===== config.mk =====
export PLATFORM = sky130hd
export DESIGN_NAME = pmbist_fail_log_flat
export DESIGN_NICKNAME = d
export VERILOG_FILES = /design/src/rtl/pmbist_fail_log_if.sv /design/src/rtl/pmbist_fail_log.sv /design/src/flat_wrapper.sv
export SDC_FILE = /design/constraint.sdc
export NUM_CORES = 1
export LEC_CHECK = 0
export CORE_ASPECT_RATIO = 1.25
export CORE_MARGIN = 1.5
export CORE_UTILIZATION = 50
export CTS_CLUSTER_SIZE = 8
export DETAILED_ROUTE_END_ITERATION = 7
export DONT_BUFFER_PORTS = 1
export GPL_TIMING_DRIVEN = 0
export PLACE_DENSITY_LB_ADDON = 0.25
export SLEW_MARGIN = 5
export SYNTH_ARGS = -nofsm -noshare
export SYNTH_HDL_FRONTEND = slang
export SYNTH_SLANG_ARGS = --single-unit

===== constraint.sdc =====
create_clock -name clk -period 4.6 [get_ports clk]
set_input_delay 0.69 -clock clk [delete_from_list [all_inputs] [get_ports clk]]
set_output_delay 0.69 -clock clk [all_outputs]
set_load 0.03 [all_outputs]

===== src/rtl/pmbist_fail_log_if.sv =====
// Compare-side bus of the PMBIST fail logger: run indication, compare strobe,
// access coordinates and per-memory fail/enable masks.
interface pmbist_fail_log_if #(
    parameter int MEM_NUM    = 4,
    parameter int ADDR_X     = 2,
    parameter int ADDR_Y     = 2,
    parameter int INST_NUM_W = 4
);
    logic                  i_run;
    logic                  i_comp_en;
    logic [INST_NUM_W-1:0] i_inst;
    logic [ADDR_X-1:0]     i_addr_x;
    logic [ADDR_Y-1:0]     i_addr_y;
    logic [MEM_NUM-1:0]    i_fail_flags;
    logic [MEM_NUM-1:0]    i_mem_en;

    modport master (
        output i_run, i_comp_en, i_inst, i_addr_x, i_addr_y, i_fail_flags, i_mem_en
    );

    modport slave (
        input  i_run, i_comp_en, i_inst, i_addr_x, i_addr_y, i_fail_flags, i_mem_en
    );
endinterface


===== src/rtl/pmbist_fail_log.sv =====
// Per-memory PMBIST fail logger with sticky bit, saturating count and first-fail record,
// read out through a capture/shift chain. Optional stop-on-fail: PMBIST_STOP_ON_FAIL_EN.
module pmbist_fail_log #(
    parameter int MEM_NUM    = 4,
    parameter int ADDR_X     = 2,
    parameter int ADDR_Y     = 2,
    parameter int INST_NUM_W = 4,
    parameter int CNT_W      = 8
) (
    input  logic               clk,
    input  logic               rst,
    pmbist_fail_log_if.slave   cmp,
    input  logic               select,
    input  logic               capture_en,
    input  logic               shift_en,
    input  logic               si,
    output logic               so,
    output logic [MEM_NUM-1:0] o_fail_vec,
    output logic               o_any_fail,
    output logic               o_halt
);
    localparam int REC_W   = 1 + CNT_W + INST_NUM_W + ADDR_X + ADDR_Y;
    localparam int CHAIN_W = MEM_NUM * REC_W;

    typedef enum logic [1:0] {IDLE, LOG, HOLD} state_t;

    state_t                state, state_nxt;
    logic                  rec_clr;
    logic                  log_en;
    logic                  halt;
    logic [MEM_NUM-1:0]    hit;
    logic [MEM_NUM-1:0]    sticky;
    logic [CNT_W-1:0]      cnt     [MEM_NUM];
    logic [INST_NUM_W-1:0] first_i [MEM_NUM];
    logic [ADDR_X-1:0]     first_x [MEM_NUM];
    logic [ADDR_Y-1:0]     first_y [MEM_NUM];
    logic [CHAIN_W-1:0]    live;
    logic [CHAIN_W-1:0]    chain;

    function automatic logic [CNT_W-1:0] sat_inc(input logic [CNT_W-1:0] c);
        return (&c) ? c : c + 1'b1;
    endfunction

    always_ff @(posedge clk or posedge rst) begin
        if (rst) state <= IDLE;
        else     state <= state_nxt;
    end

    always_comb begin
        state_nxt = state;
        rec_clr   = 1'b0;
        case (state)
            IDLE, HOLD: begin
                if (cmp.i_run) begin
                    state_nxt = LOG;
                    rec_clr   = 1'b1;
                end
            end
            LOG: begin
                if (!cmp.i_run) state_nxt = HOLD;
            end
            default: state_nxt = IDLE;
        endcase
    end

    assign log_en = (state == LOG) && cmp.i_comp_en && !halt;
    assign hit    = {MEM_NUM{log_en}} & cmp.i_mem_en & cmp.i_fail_flags;

`ifdef PMBIST_STOP_ON_FAIL_EN
    logic halt_nxt;

    // Halt latches on the first logged fail and drops as soon as the run leaves LOG.
    always_comb halt_nxt = (state_nxt == LOG) && (halt || (|hit));

    always_ff @(posedge clk or posedge rst) begin
        if (rst) halt <= 1'b0;
        else     halt <= halt_nxt;
    end
`else
    assign halt = 1'b0;
`endif

    always_ff @(posedge clk or posedge rst) begin
        if (rst) begin
            sticky <= '0;
            for (int m = 0; m < MEM_NUM; m++) begin
                cnt[m]     <= '0;
                first_i[m] <= '0;
                first_x[m] <= '0;
                first_y[m] <= '0;
            end
        end else if (rec_clr) begin
            sticky <= '0;
            for (int m = 0; m < MEM_NUM; m++) begin
                cnt[m]     <= '0;
                first_i[m] <= '0;
                first_x[m] <= '0;
                first_y[m] <= '0;
            end
        end else begin
            for (int m = 0; m < MEM_NUM; m++) begin
                if (hit[m]) begin
                    cnt[m] <= sat_inc(cnt[m]);
                    if (!sticky[m]) begin
                        sticky[m]  <= 1'b1;
                        first_i[m] <= cmp.i_inst;
                        first_x[m] <= cmp.i_addr_x;
                        first_y[m] <= cmp.i_addr_y;
                    end
                end
            end
        end
    end

    // Record LSB-first: sticky, count, inst, x, y; channel 0 at the chain LSBs.
    always_comb begin
        live = '0;
        for (int m = 0; m < MEM_NUM; m++)
            live[m*REC_W +: REC_W] = {first_y[m], first_x[m], first_i[m], cnt[m], sticky[m]};
    end

    always_ff @(posedge clk or posedge rst) begin
        if (rst)                      chain <= '0;
        else if (select & capture_en) chain <= live;
        else if (select & shift_en)   chain <= {si, chain[CHAIN_W-1:1]};
    end

    assign so         = chain[0];
    assign o_fail_vec = sticky;
    assign o_any_fail = |sticky;
    assign o_halt     = halt;
endmodule


===== src/flat_wrapper.sv =====
// flat-port wrapper written by rule: the top's interface ports become plain ports
module pmbist_fail_log_flat 
#(
    parameter int MEM_NUM    = 4,
    parameter int ADDR_X     = 2,
    parameter int ADDR_Y     = 2,
    parameter int INST_NUM_W = 4,
    parameter int CNT_W      = 8
)
  (clk, rst, select, capture_en, shift_en, si, so, o_fail_vec, o_any_fail, o_halt, cmp_i_run, cmp_i_comp_en, cmp_i_inst, cmp_i_addr_x, cmp_i_addr_y, cmp_i_fail_flags, cmp_i_mem_en);
  pmbist_fail_log_if #(.MEM_NUM(MEM_NUM), .ADDR_X(ADDR_X), .ADDR_Y(ADDR_Y), .INST_NUM_W(INST_NUM_W)) cmp_i ();
  input  logic clk;
  input  logic rst;
  input  logic select;
  input  logic capture_en;
  input  logic shift_en;
  input  logic si;
  output logic so;
  output logic [MEM_NUM-1:0] o_fail_vec;
  output logic o_any_fail;
  output logic o_halt;
  input wire logic [$bits(cmp_i.i_run)-1:0] cmp_i_run;
  input wire logic [$bits(cmp_i.i_comp_en)-1:0] cmp_i_comp_en;
  input wire logic [$bits(cmp_i.i_inst)-1:0] cmp_i_inst;
  input wire logic [$bits(cmp_i.i_addr_x)-1:0] cmp_i_addr_x;
  input wire logic [$bits(cmp_i.i_addr_y)-1:0] cmp_i_addr_y;
  input wire logic [$bits(cmp_i.i_fail_flags)-1:0] cmp_i_fail_flags;
  input wire logic [$bits(cmp_i.i_mem_en)-1:0] cmp_i_mem_en;
  assign cmp_i.i_run = cmp_i_run;
  assign cmp_i.i_comp_en = cmp_i_comp_en;
  assign cmp_i.i_inst = cmp_i_inst;
  assign cmp_i.i_addr_x = cmp_i_addr_x;
  assign cmp_i.i_addr_y = cmp_i_addr_y;
  assign cmp_i.i_fail_flags = cmp_i_fail_flags;
  assign cmp_i.i_mem_en = cmp_i_mem_en;
  pmbist_fail_log #(.MEM_NUM(MEM_NUM), .ADDR_X(ADDR_X), .ADDR_Y(ADDR_Y), .INST_NUM_W(INST_NUM_W), .CNT_W(CNT_W)) u_core (.clk(clk), .rst(rst), .cmp(cmp_i), .select(select), .capture_en(capture_en), .shift_en(shift_en), .si(si), .so(so), .o_fail_vec(o_fail_vec), .o_any_fail(o_any_fail), .o_halt(o_halt));
endmodule

; ---- Word level (Yosys, flattened, before mapping)
; Index checks and enable logic that the tools add are counted.
; Widths: inputs -> output; s select.
[word_totals]
regBits = 138
in_bits = 24
out_inout_bits = 7
[classes]
addsub = 4
eq_ne = 12
muxes = 48
bitwise = 4
reduce_logical = 22
[ops]
columns = op, n
row1 = $mux 68, 2
row2 = $mux 8, 10
row3 = $mux 2, 18
row4 = $mux 4, 9
row5 = $add 8x1->8 const B, 4
row6 = $mux 32, 1
row7 = $reduce_and 8->1, 4
row8 = $reduce_and 2->1, 9
row9 = $mux 16, 1
row10 = $ne 2x1->1 const B, 8
row11 = $reduce_bool 2->1, 5
row12 = $and 4x4->4, 2
row13 = $mux 1, 6
row14 = $ne 2x2->1 const B, 2
row15 = $pmux 2 s2, 1
row16 = $reduce_or 4->1, 1
row17 = $and 1x1->1, 2
row18 = $eq 2x1->1 const B, 1
row19 = $eq 2x2->1 const B, 1
row20 = $logic_not 2->1, 1
row21 = $reduce_or 2->1, 1
row22 = $logic_and 1x1->1, 1

; ---- Depth between registers and ports, before layout
; Gate-level depths: netlist of the first run.
[logic_depth]
depth_word = 6
ltp_mapped = 5
depth_no_buf = 5

; ---- Worst setup path after synthesis of the first run
; No wires, ideal clock.
[synth_timing]
kind = flip-flop to output port
startpoint = register u_core.sticky[3], in the netlist u_core.o_fail_vec[3]
endpoint = output o_any_fail
arrival_time_ns = 1.238
t_required_ns = 3.910
path_slack_ns = 2.672
stages_incl_launch_ff = 2
path_buffers = 0
cell_sequence = dfrtp_1 or4_1
[synth_between]
elab_chain_cells = 1
[synth_lines]
columns = item, line_no
row1 = start: declaration, pmbist_fail_log.sv:32  ; logic [MEM_NUM-1:0] sticky;
row2 = start signal: assignment, pmbist_fail_log.sv:85  ; sticky <= '0;
row3 = start signal: assignment, pmbist_fail_log.sv:93  ; sticky <= '0;
row4 = start signal: indexed assignment, pmbist_fail_log.sv:105  ; sticky[m] <= 1'b1;
row5 = $reduce_or 4->1, pmbist_fail_log.sv:130  ; assign o_any_fail = |sticky;
row6 = end: declaration, flat_wrapper.sv:20  ; output logic o_any_fail;
; No other way between the ends.

; ---- Worst setup path after layout of the first run
[layout_timing]
startpoint = register u_core.sticky[1], in the netlist u_core.o_fail_vec[1]
endpoint = output o_any_fail
; The elaborated chain is that of the path after synthesis.

==> results.json, run 1 <==
{
  "synthFlopType": "dfrtp_1",
  "hold_path_class": "in -> async",
  "intPower_uw": 2120,
  "antenna_found_initial": 0,
  "cts_max_level": 4,
  "cp.required_ns": 3.91,
  "synth-warning-count": 0,
  "diodes": 0,
  "wl_met2_um": 7620,
  "synth-seq-cells": 138,
  "synthSimpleGateAreaFrac_pct": 15.7,
  "detail_route.iter0.violations": 336,
  "slowest_stage": "or4_1",
  "drcViolationCount": 0,
  "grt_setup_unrepaired": "no",
  "grt_pass1_vias": 5000,
  "firstDrtPassIters": 4,
  "synth-edff-count": 0,
  "insertion_delay_ns": 0.41,
  "post_cts_buffers": 0,
  "synth_compound_area_share_pct": 12.7,
  "hold_viol": 0,
  "grt_pass1_wl_um": 25100,
  "synth.top_cells.by_count": "138 x dfrtp_1, 108 x nand2_1, 93 x mux2i_1",
  "start_kind": "register",
  "worst_hold_slack_ns": 0.200,
  "dr_total_vias": 4811,
  "grt_overflow": 0,
  "io_pins": 31,
  "critical_path.cell_chain": "or4_1",
  "min_period_over_period_pct": 53.0,
  "setup_viol": 0,
  "ctsLongestPathBuffers": 2,
  "synth.top_cell.area_share_pct": 53.1,
  "synth_top_family_by_area": "simple AND/OR/NAND/NOR gates",
  "drt-met1-wl_um": 6440,
  "path_clk_slew_ns": 0.06,
  "power_frac_comb_pct": 8.2,
  "drive_above_1_share_pct": 8.26,
  "r2r_cells": 5,
  "power.share.sequential_pct": 47.2,
  "route.top_layer_used": "met4",
  "core_area_um2": 12700,
  "power_uw": 2840,
  "synth.area.top_cells": "dfrtp_1 53%, mux2i_1 14%, o21ai_0 7.0%",
  "syn_nets": 661,
  "dp_hpwl_um": 10300,
  "p_switching_uw": 726,
  "status": "complete, no violations",
  "synth_xor_area_share_pct": 0.943,
  "syn_area_per_cell_um2": 10.3,
  "critical_path_class": "reg -> out",
  "track_usage_pct": 23.5,
  "die_y_um": 130,
  "synthArstFlopShare_pct": 100,
  "p_clk_share_pct": 44.5,
  "worstPathArrival_ns": 1.75,
  "r2r-end": "u_core.cnt[28]$_DFFE_PP0P_",
  "swShare_pct": 25.6,
  "port_buffers": 0,
  "place_ws_ns": 1.98,
  "min_period_ns": 2.44,
  "cp_max_fo": 5,
  "root_buffer": "clkbuf_16",
  "n_fill_cell": 1071,
  "place_inst": 802,
  "crit_path_end_kind": "output pin",
  "syn2layout_area_growth_pct": 12.2,
  "fin_tns_setup_ns": 0,
  "cpPeakStageDelay_ns": 0.75,
  "cts_tree": "built",
  "max_cap_viol_count": 0,
  "synth_most_common_cell": "dfrtp_1",
  "dieArea_um2": 13700,
  "crit_family": "simple AND/OR/NAND/NOR gates",
  "rrSetupSlack_ns": 2.59,
  "final_nets": 681,
  "critPathBufInv": 0,
  "cts_sinks": 138,
  "start_util_pct": 51.3,
  "p_per_area_nw_per_um2": 390,
  "viasPerCell": 5.77,
  "cts_resized": 0,
  "synthAdderAreaFrac_pct": 0.770,
  "routed_wl_um": 14900,
  "slew_violations": 0,
  "antenna_left": 0,
  "fin_cells": 834,
  "hold_buffers": 0,
  "worst_pin_slew_ns": 1.03,
  "grt_max_degree": 77,
  "die_x_um": 105,
  "met3_wirelength_um": 670,
  "cts_made_buffers": 17,
  "rows": 46,
  "max_freq_mhz": 410,
  "clock_skew_ns": 0.00838,
  "syn_area_um2": 6500,
  "fin_ws_ns": 2.16,
  "synth.distinct_cells": 46,
  "slew_headroom_pct": 30.9,
  "wl_per_cell_um": 17.9,
  "synth_top_cell_by_area": "dfrtp_1",
  "synth_cells": 633,
  "gp_congestion": 0.849,
  "yosysSeqAreaShare_pct": 53.1,
  "r2r_start": "u_core.state[0]$_DFFE_PP0P_",
  "p_leak_uw": 0.00337,
  "peakVddDrop_uv": 287,
  "synth.mux.area_fraction_pct": 14.3
}
[metrics by stage]
| step | utilization, % | area, um^2 |
|---|---|---|
| 2_1_floorplan | - | 6500 |
| 3_3_place_gp | 53.0 | 6710 |
| 3_5_place_dp | 53.3 | 6740 |
| 4_1_cts | 57.6 | 7290 |
| 5_1_grt | 57.6 | 7290 |
| 6_report | 57.6 | 7290 |
[flip-flops by register name, indices dropped and copies added (netlist names)]
| register | flops |
|---|---|
| u_core.chain | 68 |
| u_core.cnt | 32 |
| u_core.o_fail_vec | 4 |
| u_core.first_x | 8 |
| u_core.first_y | 8 |
| u_core.first_i | 16 |
| u_core.state | 2 |
[kinds of logic after synthesis]
| family | Yosys count |
|---|---|
| and+or+nand+nor | 209 |
| DFF | 138 |
| other | 1 |
| AOI/OAI and AO/OA | 142 |
| muxes | 93 |
| xor gates and xnor gates | 7 |
| buffers and inverters | 39 |
| adders and majority gates | 4 |
[final cells by class]
type / count / area (um^2) / area share (%)
tap: 168 / 210 / 2.88
clock inverter: 12 / 101 / 1.39
multi-input combinational: 456 / 2890 / 39.6
inverter: 2 / 12.5 / 0.172
clock buffer: 20 / 447 / 6.13
sequential: 138 / 3450 / 47.4
timing repair buffer: 1 / 27.5 / 0.377
buffer: 37 / 151 / 2.08
[power groups by stage]
stage               clock (uW)  combinational [uW]  sequential [uW]
CTS                       1280                 238             1340
global route              1330                 266             1350
floorplan                    0                 179             1350
global placement             0                 225             1360
detailed placement           0                 237             1360
finish                    1270                 234             1340
[layer usage]
layer,GRT usage (%),vias to the layer above
met5,0,-
met4,8.70,0
met3,5.21,20
met2,40.6,93
met1,29.1,2413
li1,-,2285
[worst max-delay path by stage]
stage | startpoint | cells past startpoint | slack (ns) | endpoint
3_5_place_dp | capture_en | 5 | 1.98 | u_core.chain[42]$_DFFE_PP0P_
4_1_cts | u_core.o_fail_vec[1]$_DFFE_PP0P_ | 1 | 2.13 | o_any_fail
2_1_floorplan | rst | 1 | 0.21 | u_core.chain[0]$_DFFE_PP0P_
3_3_place_gp | rst | 1 | -1.18 | u_core.cnt[14]$_DFFE_PP0P_
6_report | u_core.o_fail_vec[1]$_DFFE_PP0P_ | 1 | 2.16 | o_any_fail
5_1_grt | u_core.o_fail_vec[1]$_DFFE_PP0P_ | 1 | 2.12 | o_any_fail
[layout by cell type, fill, tap and decap left out, drive strengths merged, types with 2 or more instances in the layout]
cell      netlist  routed
inv             2       2
and4            5       5
or3             3       3
buf            10      11
nor4            4       4
nor2           40      40
a21oi          25      25
a31oi           4       4
nand3b          3       3
mux2i          93      93
clkinvlp        0       2
o21ai          92      92
and3            6       6
nand4           5       5
or4             4       4
clkinv          0       9
a31o            4       4
nand2         108     108
dfrtp         138     138
nand3          13      13
xnor2           7       7
nor3           13      13
ha              4       4
a2111oi         2       2
o31ai           2       2
clkbuf         27      47
a211oi          5       5
(Power assumes the default switching activity.)
==> inputs of run 2 (changes only) <==
Clock period 4.6 ns to 2.5 ns, I/O delays scaled along.
==> results.json, run 2 (synthesis results as in run 1) <==
{
  "gp_congestion": 0.812,
  "worst_hold_slack_ns": 0.0214,
  "r2r_start": "u_core.cnt[16]$_DFFE_PP0P_",
  "rrSetupSlack_ns": 0.52,
  "cts_resized": 0,
  "cts_tree": "built",
  "power_uw": 5490,
  "slowest_stage": "or4_1",
  "wl_per_cell_um": 17.4,
  "crit_path_end_kind": "output pin",
  "routed_wl_um": 14600,
  "ctsLongestPathBuffers": 2,
  "core_area_um2": 12700,
  "cts_made_buffers": 17,
  "detail_route.iter0.violations": 324,
  "io_pins": 31,
  "r2r-end": "u_core.cnt[22]$_DFFE_PP0P_",
  "largest_register": "u_core.chain",
  "p_clk_share_pct": 47.1,
  "seqCellArea_um2": 3450,
  "power.share.sequential_pct": 44.9,
  "cp.required_ns": 2.12,
  "hold_viol": 0,
  "die_y_um": 130,
  "rows": 46,
  "hold_buffers": 1,
  "root_buffer": "clkbuf_16",
  "status": "complete, no violations",
  "dr_total_vias": 4814,
  "critical_path_class": "reg -> out",
  "grt_setup_unrepaired": "no",
  "worstPathArrival_ns": 1.77,
  "drive_above_1_share_pct": 8.67,
  "cpPeakStageDelay_ns": 0.76,
  "swShare_pct": 24.4,
  "grt_overflow": 0,
  "intPower_uw": 4150,
  "start_kind": "register",
  "start_util_pct": 51.3,
  "critical_path.cell_chain": "or4_1",
  "insertion_delay_ns": 0.42,
  "crit_family": "simple AND/OR/NAND/NOR gates",
  "p_switching_uw": 1340,
  "min_path_cells": 1,
  "crit_cells": 1,
  "slew_headroom_pct": 36.5,
  "cts_max_level": 4,
  "largest_reg_flops": 68,
  "p_leak_uw": 0.00341,
  "largestRegisters": "u_core.chain (68), u_core.cnt (32), u_core.first_i (16)",
  "post_cts_buffers": 0,
  "grt_pass1_wl_um": 24300,
  "peakVddDrop_uv": 378,
  "dp_hpwl_um": 10100,
  "port_buffers": 0,
  "max_cap_viol_count": 0,
  "grt_pass1_vias": 4741,
  "final_common_cell": "dfrtp_1",
  "n_fill_cell": 1070,
  "track_usage_pct": 23.0,
  "die_x_um": 105,
  "slew_violations": 0,
  "viasPerCell": 5.75,
  "hold_start": "cmp_i_run",
  "path_clk_slew_ns": 0.05,
  "min_period_over_period_pct": 85.7,
  "setup_viol": 0,
  "antenna_left": 0,
  "final_nets": 684,
  "hold_end": "u_core.state[1]$_DFFE_PP0P_",
  "worst_pin_slew_ns": 0.945,
  "hold_path_class": "in -> reg",
  "r2r_cells": 5,
  "dieArea_um2": 13700,
  "p_per_area_nw_per_um2": 742,
  "post-route-util_pct": 58.4,
  "diodes": 0,
  "final_cell_mix": "138 x dfrtp_1, 108 x nand2_1, 93 x mux2i_1",
  "drcViolationCount": 0,
  "min_period_ns": 2.14,
  "critPathBufInv": 0,
  "clock_skew_ns": 0.00581,
  "cts_sinks": 138,
  "max_freq_mhz": 467,
  "multi_input_area_um2": 2890,
  "cp_max_fo": 5,
  "syn2layout_area_growth_pct": 13.8,
  "firstDrtPassIters": 5,
  "grt_max_degree": 42,
  "antenna_found_initial": 0,
  "power_frac_comb_pct": 8.0
}
==> run 2: cell count changes in the layout (fill, tap and decap cells not counted), sizes merged <==
cell,delta
clkinv,-5
clkinvlp,+3
buf,+2
bufinv,+2
clkbuf,+1
dlygate4sd3,+1
inv,-1
==> run 2: metal layers <==
layer  share of wire [%]  wire length, um  track usage, %
met4                 1.5              223            7.25
met2                  50             7340            38.7
met3                 4.2              619            5.61
met1                  44             6410            29.6
met5                   0                0               0
==> run 2: worst max path at each step <==
stage	from	endpoint	slack, ns
CTS	u_core.o_fail_vec[1]$_DFFE_PP0P_	o_any_fail	0.33
detailed placement	capture_en	u_core.chain[28]$_DFFE_PP0P_	0.20
finish	u_core.o_fail_vec[1]$_DFFE_PP0P_	o_any_fail	0.36
global placement	rst	u_core.cnt[14]$_DFFE_PP0P_	-0.30
global route	u_core.o_fail_vec[1]$_DFFE_PP0P_	o_any_fail	0.31
floorplan	rst	u_core.chain[0]$_DFFE_PP0P_	0.40
==> run 2: layout make-up <==
type | instances | share of cell area, %
multi-input combinational | 456 | 39.0
clock buffer | 21 | 6.36
timing repair buffer | 4 | 0.947
sequential | 138 | 46.7
inverter | 2 | 0.152
buffer | 37 | 2.05
clock inverter | 11 | 1.94
tap | 168 | 2.84
==> run 2: power groups by stage <==
stage          registers [uW]  logic [uW]  clock network (uW)
2_1_floorplan            2480         330                   0
3_3_place_gp             2500         416                   0
3_5_place_dp             2510         442                   0
4_1_cts                  2470         445                2610
5_1_grt                  2480         496                2720
6_report                 2470         438                2590
==> run 2: through the flow <==
stage | setup TNS, ns | setup slack (ns) | cell area [um^2] | std cells
finish | 0 | 0.356 | 7400 | 837
global route | 0 | 0.310 | 7400 | 837
CTS | 0 | 0.328 | 7400 | 837
detailed placement | 0 | 0.196 | 6780 | 804
global placement | -39.68 | -0.295 | 6720 | 801
floorplan | 0 | 0.404 | 6500 | 633
